File: config.mk
export PLATFORM = sky130hd
export DESIGN_NAME = collision_sequencer
export DESIGN_NICKNAME = d
export VERILOG_FILES = /design/src/rtl/collision_sequencer.sv
export SDC_FILE = /design/constraint.sdc
export NUM_CORES = 1
export LEC_CHECK = 0
export ABC_CLOCK_PERIOD_IN_PS = 5300
export BUFFER_PORTS_ARGS = -buffer_cell sky130_fd_sc_hd__buf_4
export CELL_PAD_IN_SITES_DETAIL_PLACEMENT = 0
export CELL_PAD_IN_SITES_GLOBAL_PLACEMENT = 1
export CORE_MARGIN = 1
export CORE_UTILIZATION = 42
export DETAILED_ROUTE_END_ITERATION = 6
export GPL_TIMING_DRIVEN = 1
export HOLD_SLACK_MARGIN = 0.08
export PLACE_DENSITY = 0.83
export REMOVE_ABC_BUFFERS = 1
export SYNTH_ARGS = -nofsm -noshare
export SYNTH_HDL_FRONTEND = slang
export SYNTH_SLANG_ARGS = --single-unit
export TNS_END_PERCENT = 30
File: constraint.sdc
create_clock -name clk -period 5.3 [get_ports clk]
set_clock_uncertainty 0.1 [all_clocks]
set_input_delay 0.53 -clock clk [delete_from_list [all_inputs] [get_ports clk]]
set_output_delay 0.53 -clock clk [all_outputs]
set_load 0.01 [all_outputs]
File: src/rtl/collision_sequencer.sv
// Collision sequencer: captures per-pair collision flags, grants one pair at a
// time to the velocity resolver in round-robin order, waits for the resolver's
// acknowledge (or times out), and then enforces a short settle gap. Each pair
// is resolved at most once per frame.
module collision_sequencer #(
  parameter int SETTLE_CYCLES  = 2,
  parameter int TIMEOUT_CYCLES = 15
) (
  input  logic       clk,
  input  logic       resetN,
  input  logic       startOfFrame,
  input  logic [9:0] colVec,
  input  logic       resolveAck,
  output logic       resolveReq,
  output logic [3:0] pairIdx,
  output logic [2:0] ballA,
  output logic [2:0] ballB,
  output logic [9:0] servedMask,
  output logic [3:0] pendingCount,
  output logic       busy,
  output logic       timeoutErr
);

  // Counters are sized to hold their full parameter value without wrapping.
  localparam int WAIT_W   = (TIMEOUT_CYCLES < 2) ? 1 : $clog2(TIMEOUT_CYCLES + 1);
  localparam int SETTLE_W = (SETTLE_CYCLES < 2) ? 1 : $clog2(SETTLE_CYCLES + 1);

  // Count value on the last cycle of each phase; a zero-length settle still
  // spends one cycle in SETTLE.
  localparam logic [WAIT_W-1:0] WAIT_LAST =
    WAIT_W'((TIMEOUT_CYCLES < 1) ? 0 : TIMEOUT_CYCLES - 1);
  localparam logic [SETTLE_W-1:0] SETTLE_LAST =
    SETTLE_W'((SETTLE_CYCLES < 1) ? 0 : SETTLE_CYCLES - 1);

  typedef enum logic [1:0] {
    ST_IDLE   = 2'd0,
    ST_REQ    = 2'd1,
    ST_SETTLE = 2'd2
  } state_t;

  state_t              state;
  state_t              state_next;
  logic [9:0]          pending;
  logic [9:0]          pending_next;
  logic [9:0]          clear_mask;
  logic [3:0]          last_grant;
  logic [WAIT_W-1:0]   wait_cnt;
  logic [SETTLE_W-1:0] settle_cnt;
  logic                grant_found;
  logic [3:0]          grant_idx;
  logic [4:0]          cand;
  logic                req_done;
  logic                timeout_hit;
  logic                settle_done;

  // Lower/higher ball numbers of each pair, packed as {ballA, ballB}.
  function automatic logic [5:0] pair_balls(input logic [3:0] idx);
    case (idx)
      4'd0:    return {3'd0, 3'd1};
      4'd1:    return {3'd0, 3'd2};
      4'd2:    return {3'd0, 3'd3};
      4'd3:    return {3'd0, 3'd4};
      4'd4:    return {3'd1, 3'd2};
      4'd5:    return {3'd1, 3'd3};
      4'd6:    return {3'd1, 3'd4};
      4'd7:    return {3'd2, 3'd3};
      4'd8:    return {3'd2, 3'd4};
      4'd9:    return {3'd3, 3'd4};
      default: return 6'd0;
    endcase
  endfunction

  function automatic logic [3:0] popcount10(input logic [9:0] v);
    logic [3:0] n;
    n = '0;
    for (int i = 0; i < 10; i++) n = n + {3'b000, v[i]};
    return n;
  endfunction

  // Round-robin search over pending pairs, starting just after the last grant.
  always_comb begin
    // NOTE: every variable written here gets a default first so no latch is inferred.
    grant_found = 1'b0;
    grant_idx   = '0;
    cand        = '0;
    for (int k = 1; k <= 10; k++) begin
      cand = {1'b0, last_grant} + 5'(k);
      if (cand >= 5'd10) cand = cand - 5'd10;
      if (!grant_found && pending[cand[3:0]]) begin
        grant_found = 1'b1;
        grant_idx   = cand[3:0];
      end
    end
  end

  // Completion/abort decode and the pending-set update for this edge.
  always_comb begin
    timeout_hit = (state == ST_REQ) && !resolveAck && (wait_cnt >= WAIT_LAST);
    req_done    = (state == ST_REQ) && (resolveAck || timeout_hit);
    settle_done = (settle_cnt >= SETTLE_LAST);
    clear_mask  = req_done ? (10'd1 << pairIdx) : 10'd0;
    if (startOfFrame)
      pending_next = colVec;
    else
      pending_next = (pending | (colVec & ~servedMask)) & ~clear_mask;
  end

  // State register.
  always_ff @(posedge clk or negedge resetN) begin
    // NOTE: sequential state uses non-blocking assignments so all flops update together.
    if (!resetN) state <= ST_IDLE;
    else         state <= state_next;
  end

  // Next-state logic; a frame boundary overrides everything else.
  always_comb begin
    state_next = state;
    case (state)
      ST_IDLE:   if (pending != 10'd0) state_next = ST_REQ;
      ST_REQ:    if (req_done)         state_next = ST_SETTLE;
      ST_SETTLE: if (settle_done)      state_next = ST_IDLE;
      default:                         state_next = ST_IDLE;
    endcase
    if (startOfFrame) state_next = ST_IDLE;
  end

  // Outputs decoded directly from the state register.
  always_comb begin
    resolveReq = (state == ST_REQ);
    busy       = (state != ST_IDLE);
  end

  // Pending/served bookkeeping, grant latch, counters and sticky error.
  always_ff @(posedge clk or negedge resetN) begin
    if (!resetN) begin
      pending      <= '0;
      servedMask   <= '0;
      pendingCount <= '0;
      last_grant   <= 4'd9;
      pairIdx      <= '0;
      ballA        <= '0;
      ballB        <= '0;
      timeoutErr   <= 1'b0;
      wait_cnt     <= '0;
      settle_cnt   <= '0;
    end else begin
      pending      <= pending_next;
      pendingCount <= popcount10(pending_next);
      if (startOfFrame) begin
        servedMask <= '0;
        wait_cnt   <= '0;
        settle_cnt <= '0;
      end else begin
        servedMask <= servedMask | clear_mask;
        if (req_done) last_grant <= pairIdx;
        if (timeout_hit) timeoutErr <= 1'b1;
        if (state == ST_IDLE && grant_found) begin
          pairIdx          <= grant_idx;
          {ballA, ballB}   <= pair_balls(grant_idx);
        end
        if (state == ST_REQ && !req_done) wait_cnt <= wait_cnt + WAIT_W'(1);
        else                              wait_cnt <= '0;
        if (state == ST_SETTLE && !settle_done) settle_cnt <= settle_cnt + SETTLE_W'(1);
        else                                    settle_cnt <= '0;
      end
    end
  end

endmodule
# [After elaboration in Yosys (flattened, before gate mapping)]
# Memory sizes are Yosys's and may differ from the RTL's. A register that Yosys moved wholly into a read port is not among the register bits.
# Index checks and enable logic that the tools add are counted.
[totals] reg_bits=44 latchBits=0 mem_bits_rw=0 mem_bits_ro=80 inputBits=14 out_inout_bits=27 word_cells=175 mem_count=1
[op_classes] addsub=31 n_mul=0 n_div=0 magnitude_cmp=22 n_eq_ne=5 shifts=1 muxes=62 bitwise_logic=7 reduce_logical=36
[memory_table] name="(name not given)" depth=16 width=5 rd=1 rd_clocked_by_memory_dff=1 wr=0 line="58" source="case (idx)"
[ops] operator="$mux W4" n=22
[ops] operator="$ge A5 B4 Y1 const B" n=10
[ops] operator="$lt A4 B5 Y1 const B" n=10
[ops] operator="$bmux W1 S4" n=10
[ops] operator="$sub A4 B4 Y4 const B" n=10
[ops] operator="$mux W10" n=3
[ops] operator="$add A4 B1 Y4" n=6
[ops] operator="$add A4 B3 Y5 const B" n=4
[ops] operator="$and A10 B10 Y10" n=2
[ops] operator="$mux W1" n=20
[ops] operator="$not A10 Y10" n=2
[ops] operator="$or A10 B10 Y10" n=2
[ops] operator="$add A4 B4 Y5 const B" n=3
[ops] operator="$logic_and A1 B1 Y1" n=15
[ops] operator="$logic_not A1 Y1" n=13
[ops] operator="$mux W2" n=6
[ops] operator="$add A4 B2 Y5 const B" n=2
[ops] operator="$reduce_bool A10 Y1" n=1
[ops] operator="$shl A1 B4 Y10 const A" n=1
[ops] operator="$ne A3 B3 Y1 const B" n=2
[ops] operator="$pmux W2 S3" n=1
[ops] operator="$reduce_and A2 Y1" n=3
[ops] operator="$add A4 B1 Y5 const B" n=1
[ops] operator="$add A3 B1 Y4" n=1
[ops] operator="other kinds (14)" n=14

# [Longest topological paths before layout]
# Gate-level depths: netlist of run 1.
[depth] depth_word=35 depth_mapped=24 ltp_nobuf=20

# [Least setup slack after synthesis of run 1]
# No wires, ideal clock.
[synth_path] kind="reg-to-reg" startpoint="register last_grant[0]" endpoint="register ballB[2]" setup_ns=0.124 t_arrival_ns=5.013 setup_slack_ns=0.063 path_stages_with_launch=20 path_buffers=3 synth_period_minus_slack_ns=5.237 cell_sequence="dfstp_2 > buf_4 > buf_2 > inv_1 > ha_1 > inv_1 > clkbuf_1 > ha_1 > mux4_2 > a22oi_1 > nand3_1 > o311ai_4 > and3_4 > nand3b_4 > or4_1 > o32ai_1 > a31oi_1 > ha_1 > a21o_1 > o31a_1"
[synth_via] word_cells_on_any_way=100 cone_classes="add/sub (20); order compare (10); mux (50); reduce/logical (20)"
[synth_lines] element="start: declaration" line="46" source="logic [3:0] last_grant;"
[synth_lines] element="start signal: assignment" line="155" source="if (req_done) last_grant <= pairIdx;"
[synth_lines] element="$add A4 B1 Y5" line="87" source="cand = {1'b0, last_grant} + 5'(k);"
[synth_lines] element="$sub A4 B4 Y4 or $ge A5 B4 Y1 (tied branches)" line="88" source="if (cand >= 5'd10) cand = cand - 5'd10;"
[synth_lines] element="$mux W4" line="88"
[synth_lines] element="$bmux W1 S4" line="89" source="if (!grant_found && pending[cand[3:0]]) begin"
[synth_lines] element="$mux W1 (implied by the code)" line="89"
[synth_lines] element="$mux W1" line="89"
[synth_lines] element="$logic_not A1 Y1" line="89"
[synth_lines] element="$logic_and A1 B1 Y1" line="89"
[synth_lines] element="[18 not listed]"
[synth_lines] element="$mux W1" line="89"
[synth_lines] element="$logic_not A1 Y1" line="89"
[synth_lines] element="$logic_and A1 B1 Y1" line="89"
[synth_lines] element="$mux W1" line="89"
[synth_lines] element="$logic_not A1 Y1" line="89"
[synth_lines] element="$logic_and A1 B1 Y1" line="89"
[synth_lines] element="$mux W4 (*)" line="89"
[synth_lines] element="via grant_idx[1]" line="50" source="logic [3:0] grant_idx;"
[synth_lines] element="end signal: assignment" line="159" source="{ballA, ballB} <= pair_balls(grant_idx);"
[synth_lines] element="end: declaration" line="17" source="output logic [2:0] ballB,"
# The timed path passes the listed nets; every way through them passes the cells marked *. The select of a mux whose other input is x is not followed.
# A chain may end at the register's enable or synchronous reset.

# [Worst setup path in the final report of run 1]
[layout_path] startpoint="register last_grant[3]" endpoint="register ballB[2]"
# The elaborated chain is that of the path after synthesis.

==> impl_metrics.toml, run 1 <==
[clock_tree]
clk_latency_ns = 0.29
cts.sinks = 46
cts_tree = "done"
clk_path_buf_depth = 2
clk_pin_slew_worst_paths_ns = 0.07
cts_buffers = 5
ctsHoldBuffers = 0
cts_max_level = 2
cts_root_buffer = "clkbuf_16"

[placement]
port_buffers = 39
globalplace.congestion = 1.01
post-place-ws_ns = 0.285
hpwl_um = 11000

[finish]
drive_gt1_share_pct = 17.8
area_delta_synth_final_pct = 12.7
nets = 672
diodes = 0

[logic_synthesis]
synthTopCellsByArea = "dfrtp_1, ha_1, mux2i_1"
yosysTopAreaCellShare_pct = 22.5
synth_common_cells = "nand2_1, dfrtp_1, nor2_1"
synth-edff-count = 0
syn-cell-area_sq_um = 4900
avgSynthCellArea_sq_um = 8.40
synth-main-ff-cell = "dfrtp_1"
synth_cell_types = 86
yosysWarnings = 0
yosysMostFrequentCell = "nand2_1"
ys_seq_area_share_pct = 23.6
ys_seq_elements = 46
synth_largest_area_cell = "dfrtp_1"
synthCells = 583
synthArstFlopShare_pct = 100

[die]
num_rows = 39
die-area_sq_um = 12100
fp.dieW_um = 110
ios = 41
start_util_pct = 43.1
die_h_um = 110
core_sq_um = 11400

[setup_path]
crit_path_frequent_cell = "ha_1"
critPathCaptureType = "flip-flop"
worstPathRequired_ns = 5.37
slowest_delay_ns = 0.82
crit_arrival_ns = 5.14
path_max_fanout = 20
path_cells = "inv_2 > ha_1 > nor4bb_1 > or3b_2 > and2_1 > a22oi_1 > nor2_1 > or3_1 > or4_1 > o32ai_1 > a31oi_1 > ha_1 > a21o_1 > o31a_1"
cpMaxStageDelayCell = "dfstp_2"
start_kind = "flip-flop"
critPathKind = "flip-flop to flip-flop"

[routing]
vias = 4653
vias_per_cell = 6.08
drt_first_pass_iters = 7
post_drt_wl_per_cell_um = 18.8
finalWirelength_um = 14400
ant_nets = 0
drc = 1
drtIter0Drc = 448

[min_path]
hp-class = "input pin to async pin"

[grt]
grt_usage_pct = 24.7
grt.met1_usage_pct = 33.4
met2_usage_pct = 41.3
grt_pass1_vias = 4298
grt_pass1_wl_um = 22800
grt_util_met3_pct = 2.29
antenna_found_initial = 0
grt_overflow = 0
grt_max_degree = 47
grt-busiest-layer = "met2"

[run]
cap_violations = 0

[sta]
rsz0062_at_grt = "no"
hold_violations = 0
period_share_pct = 95.6
fmax_mhz = 197
report.final.setup_viol = 0
setup_slack_ns = 0.234
layout_min_cycle_time_ns = 5.07
tightest_slew_ns = 0.752
slew_violations = 0
relSlewSlack_pct = 48.4

[status]
status = "finished, violations left"
violations = "DRC"
==> per-layer routing <==
layer,vias to the layer above,routed length [um]
li1,2228,-
met1,2228,6420
met2,164,6800
met3,33,739
met4,0,408
met5,-,0
==> final cells by class <==
type	count	area, sq um
Clock buffer	6	129
Clock inverter	2	13.8
Fill cell	1073	5850
Inverter	37	139
Multi-Input combinational cell	478	3510
Sequential cell	46	1150
Tap cell	143	179
Timing Repair Buffer	53	398
==> path summary, 6_finish.rpt <==
path	endpoint	slack (ns)	cells after the start	startpoint
worst max-delay path	ballB[2]	0.23	14	last_grant[3]
worst max register to register	ballB[2]	0.23	14	last_grant[3]
worst min register to register	settle_cnt[0]	0.34	1	settle_cnt[0]
min in group clk	settle_cnt[0]	0.34	1	settle_cnt[0]
max in group asynchronous	last_grant[1]	4.56	1	resetN
worst min-delay path	wait_cnt[3]	0.15	1	resetN
==> through the flow <==
step | std cells | setup TNS [ns] | utilization [%] | hold slack (ns) | area (sq um)
floorplan | 561 | -0.0791 | - | 0.134 | 4790
global placement | 757 | 0 | 47.2 | 0.325 | 5370
detailed placement | 757 | 0 | 47.2 | 0.335 | 5370
CTS | 765 | 0 | 48.5 | 0.170 | 5510
global route | 765 | 0 | 48.6 | 0.205 | 5520
finish | 765 | 0 | 48.6 | 0.150 | 5520
==> sequential cells by signal (all words and copies together), names as in the netlist <==
register,flops
ballA,2
ballB,3
last_grant,4
pairIdx,4
pending,10
pendingCount,4
servedMask,10
settle_cnt,2
state,2
timeoutErr,1
wait_cnt,4
==> critical path, delay by kind of cell (launching register included) <==
family	cells	cell delay [ns]
AO/OA/AOI/OAI	5	1.11
adder cells (fa/ha/maj)	2	0.65
buffers and inverters	1	0.21
flip-flops	1	0.82
AND/OR/NAND/NOR	6	2.05
==> repair_timing <==
action                                  in CTS  in global routing
setup buffers                                0                  0
resized for setup                            0                  2
endpoints found under the setup margin       0                  2
==> cells by family (layout without fill, tap and decap cells) <==
group / count (synthesis) / after routing / synth area share [%]
AOI/OAI and AO/OA: 166 / 166 / 24.1
xor gates and xnor gates: 18 / 18 / 3.53
adders and majority gates: 37 / 37 / 10.5
buffers and inverters: 59 / 98 / 4.98
DFF: 46 / 46 / 23.6
muxes: 42 / 42 / 9.30
other: 1 / 1 / 0.0766
and+or+nand+nor: 214 / 214 / 23.9
==> cell usage in the layout, fill, tap and decap left out, types with 23 or more instances in the layout <==
master / synthesis / layout
nor2_1: 44 / 44
o21ai_0: 34 / 34
mux2i_1: 23 / 23
inv_1: 35 / 35
ha_1: 30 / 29
buf_4: 4 / 53
a21oi_1: 33 / 33
nand2_1: 49 / 49
dfrtp_1: 44 / 44
Power of run 1 is not shown: default switching activity piles up to over one toggle a cycle in this logic, so the estimate is an artifact.
==> run 2: changes to the inputs <==
--- a/config.mk
+++ b/config.mk
@@ -5,16 +5,18 @@
 export SDC_FILE = /design/constraint.sdc
 export NUM_CORES = 1
 export LEC_CHECK = 0
-export ABC_CLOCK_PERIOD_IN_PS = 5300
+export ABC_AREA = 1
+export ABC_CLOCK_PERIOD_IN_PS = 5110
 export BUFFER_PORTS_ARGS = -buffer_cell sky130_fd_sc_hd__buf_4
 export CELL_PAD_IN_SITES_DETAIL_PLACEMENT = 0
 export CELL_PAD_IN_SITES_GLOBAL_PLACEMENT = 1
+export CORE_ASPECT_RATIO = 0.75
 export CORE_MARGIN = 1
-export CORE_UTILIZATION = 42
+export CORE_UTILIZATION = 44
 export DETAILED_ROUTE_END_ITERATION = 6
 export GPL_TIMING_DRIVEN = 1
 export HOLD_SLACK_MARGIN = 0.08
-export PLACE_DENSITY = 0.83
+export PLACE_DENSITY = 0.87
 export REMOVE_ABC_BUFFERS = 1
 export SYNTH_ARGS = -nofsm -noshare
 export SYNTH_HDL_FRONTEND = slang
==> constraint.sdc (replaced) <==
create_clock -name clk -period 5.11 [get_ports clk]
set_clock_uncertainty 0.1 [all_clocks]
set_input_delay 0.511 -clock clk [delete_from_list [all_inputs] [get_ports clk]]
set_output_delay 0.511 -clock clk [all_outputs]
set_load 0.01 [all_outputs]
==> impl_metrics.toml, run 2 <==
[status]
status = "complete, no violations"

[grt]
grt_pass1_wl_um = 19400
grt_pass1_vias = 3816
antenna_found_initial = 0
grt_overflow = 0
grt_max_degree = 47
grt_usage_pct = 23.7

[logic_synthesis]
yosysTopAreaCellShare_pct = 25.0
ys_seq_area_share_pct = 26.2
synth_largest_area_cell = "dfrtp_1"
synth_cell_types = 47
synthArstFlopShare_pct = 100
synth_common_cells = "nand2_1, inv_1, nand3_1"
avgSynthCellArea_sq_um = 6.77
synthCells = 651
ys_seq_elements = 46
yosysMostFrequentCell = "nand2_1"
synth-main-ff-cell = "dfrtp_1"
yosysWarnings = 0
syn-cell-area_sq_um = 4410
synth-edff-count = 0
synthTopCellsByArea = "dfrtp_1, nand2_1, ha_1"

[finish]
design_area_sq_um = 4970
final_cell_mix = "nand2_1, inv_1, nand3_1, o21ai_0"
diodes = 0
fillerInstances = 984
nets = 742
drive_gt1_share_pct = 14.8
reg.largest.list = "pending x10, servedMask x10"
area_delta_synth_final_pct = 12.7
fin_cells = 823
final_common_cell = "nand2_1"

[min_path]
hp-class = "input pin to async pin"

[placement]
numPlacedInstances = 815
hpwl_um = 9590
globalplace.congestion = 0.904
port_buffers = 39
dpl_cell_area_sq_um = 4820

[sta]
period_share_pct = 93.6
tightest_slew_ns = 1.06
fmax_mhz = 209
layout_min_cycle_time_ns = 4.78
relSlewSlack_pct = 28.7
setup-tns-final_ns = 0
hold_violations = 0
slew_violations = 0
report.final.setup_viol = 0
holdWs_ns = 0.131

[die]
start_util_pct = 45.5
fp.dieW_um = 118
core_sq_um = 9700
die_h_um = 88.7
num_rows = 31
ios = 41
die-area_sq_um = 10400

[setup_path]
crit_path_frequent_cell = "fa_1"
start_kind = "flip-flop"
critPathKind = "flip-flop to flip-flop"
slowest_delay_ns = 0.71
worstPathRequired_ns = 5.18
path_cells = "inv_1 > ha_1 > nor2_1 > nor3_1 > o21ai_0 > nor3_2 > buf_4 > nand2_1 > a21oi_1 > o21ai_0 > fa_1 > inv_1 > fa_1 > fa_1 > inv_1 > ha_1 > fa_1 > xor2_1"
crit_arrival_ns = 4.85
path_max_fanout = 6
critPathCaptureType = "flip-flop"
cpMaxStageDelayCell = "o21ai_0"

[clock_tree]
cts_buffers = 5
cts_tree = "done"
clk_latency_ns = 0.28
cts_root_buffer = "clkbuf_16"
cts.sinks = 46
clk_pin_slew_worst_paths_ns = 0.06
clk_path_buf_depth = 2
ctsHoldBuffers = 0
cts_max_level = 2

[routing]
drc = 0
drtIter0Drc = 348
vias_per_cell = 5.23
drt_first_pass_iters = 6
finalWirelength_um = 11900
vias = 4304
post_drt_wl_per_cell_um = 14.5
ant_nets = 0

[run]
cap_violations = 0
-- run 2: cell count changes after synthesis, sizes merged, moves of 12 or more --
cell / delta
inv: +65
nor2b: -18
mux2: -18
o21ai: +21
xnor2: -12
mux2i: -23
nand4: +13
nand3: +55
nand2: +150
-- run 2: what timing repair did --
| item | in CTS | in global routing |
|---|---|---|
| gates resized for setup | 0 | 2 |
| setup buffers | 0 | 1 |
| setup endpoints to repair | 0 | 2 |
-- run 2: layout make-up --
type	count	area [sq um]	area share, %
flip-flops and latches	46	1150	23.2
inverters	102	388	7.81
multi-input cells	492	2800	56.3
well taps	132	165	3.32
repair buffers	44	330	6.65
clock buffers	7	133	2.67
-- run 2: kinds of logic after synthesis --
logic type	Yosys count	share of synthesized area (%)
AND/OR/NAND/NOR	339	35.9
buffers and inverters	113	10.6
AO/OA/AOI/OAI	106	13.3
flip-flops	46	26.2
adder cells (fa/ha/maj)	37	11.7
XOR/XNOR	9	2.30
other	1	0.0850
-- run 2: through the flow --
stage / utilization, % / setup slack, ns
after floorplan: - / 0.770
after detailed placement: 49.7 / 0.323
after global routing: 51.2 / -0.0658
after CTS: 51.1 / 0.218
after global placement: 49.7 / 0.490
final: 51.2 / 0.327
-- run 2: worst paths after layout --
path,end,slack (ns),depth (start not counted),from
setup / recovery,pendingCount[2],0.33,18,wait_cnt[0]
hold / removal,wait_cnt[0],0.13,1,resetN
setup reg to reg,pendingCount[2],0.33,18,wait_cnt[0]
hold reg to reg,settle_cnt[0],0.33,1,settle_cnt[0]
max in group asynchronous,pendingCount[1],4.37,1,resetN
min in group clk,settle_cnt[0],0.33,1,settle_cnt[0]
-- run 2: routing by layer --
layer | vias to the layer above | wire [um] | global-route usage, %
met1 | 1971 | 6060 | 37.1
li1 | 2187 | - | -
met5 | - | 0 | 0
met4 | 0 | 36 | 3.03
met2 | 141 | 4870 | 33.9
met3 | 5 | 981 | 4.64
-- run 2: worst max-delay path, delay by kind of cell, from the launching register on --
| family | cells | cell delay (ns) |
|---|---|---|
| compound gates | 3 | 1.08 |
| xor+xnor | 1 | 0.16 |
| fa+ha+maj | 6 | 2.18 |
| buf+inv | 4 | 0.39 |
| flops | 1 | 0.39 |
| simple gates | 4 | 0.39 |
Power of run 2 is left out for the same reason.
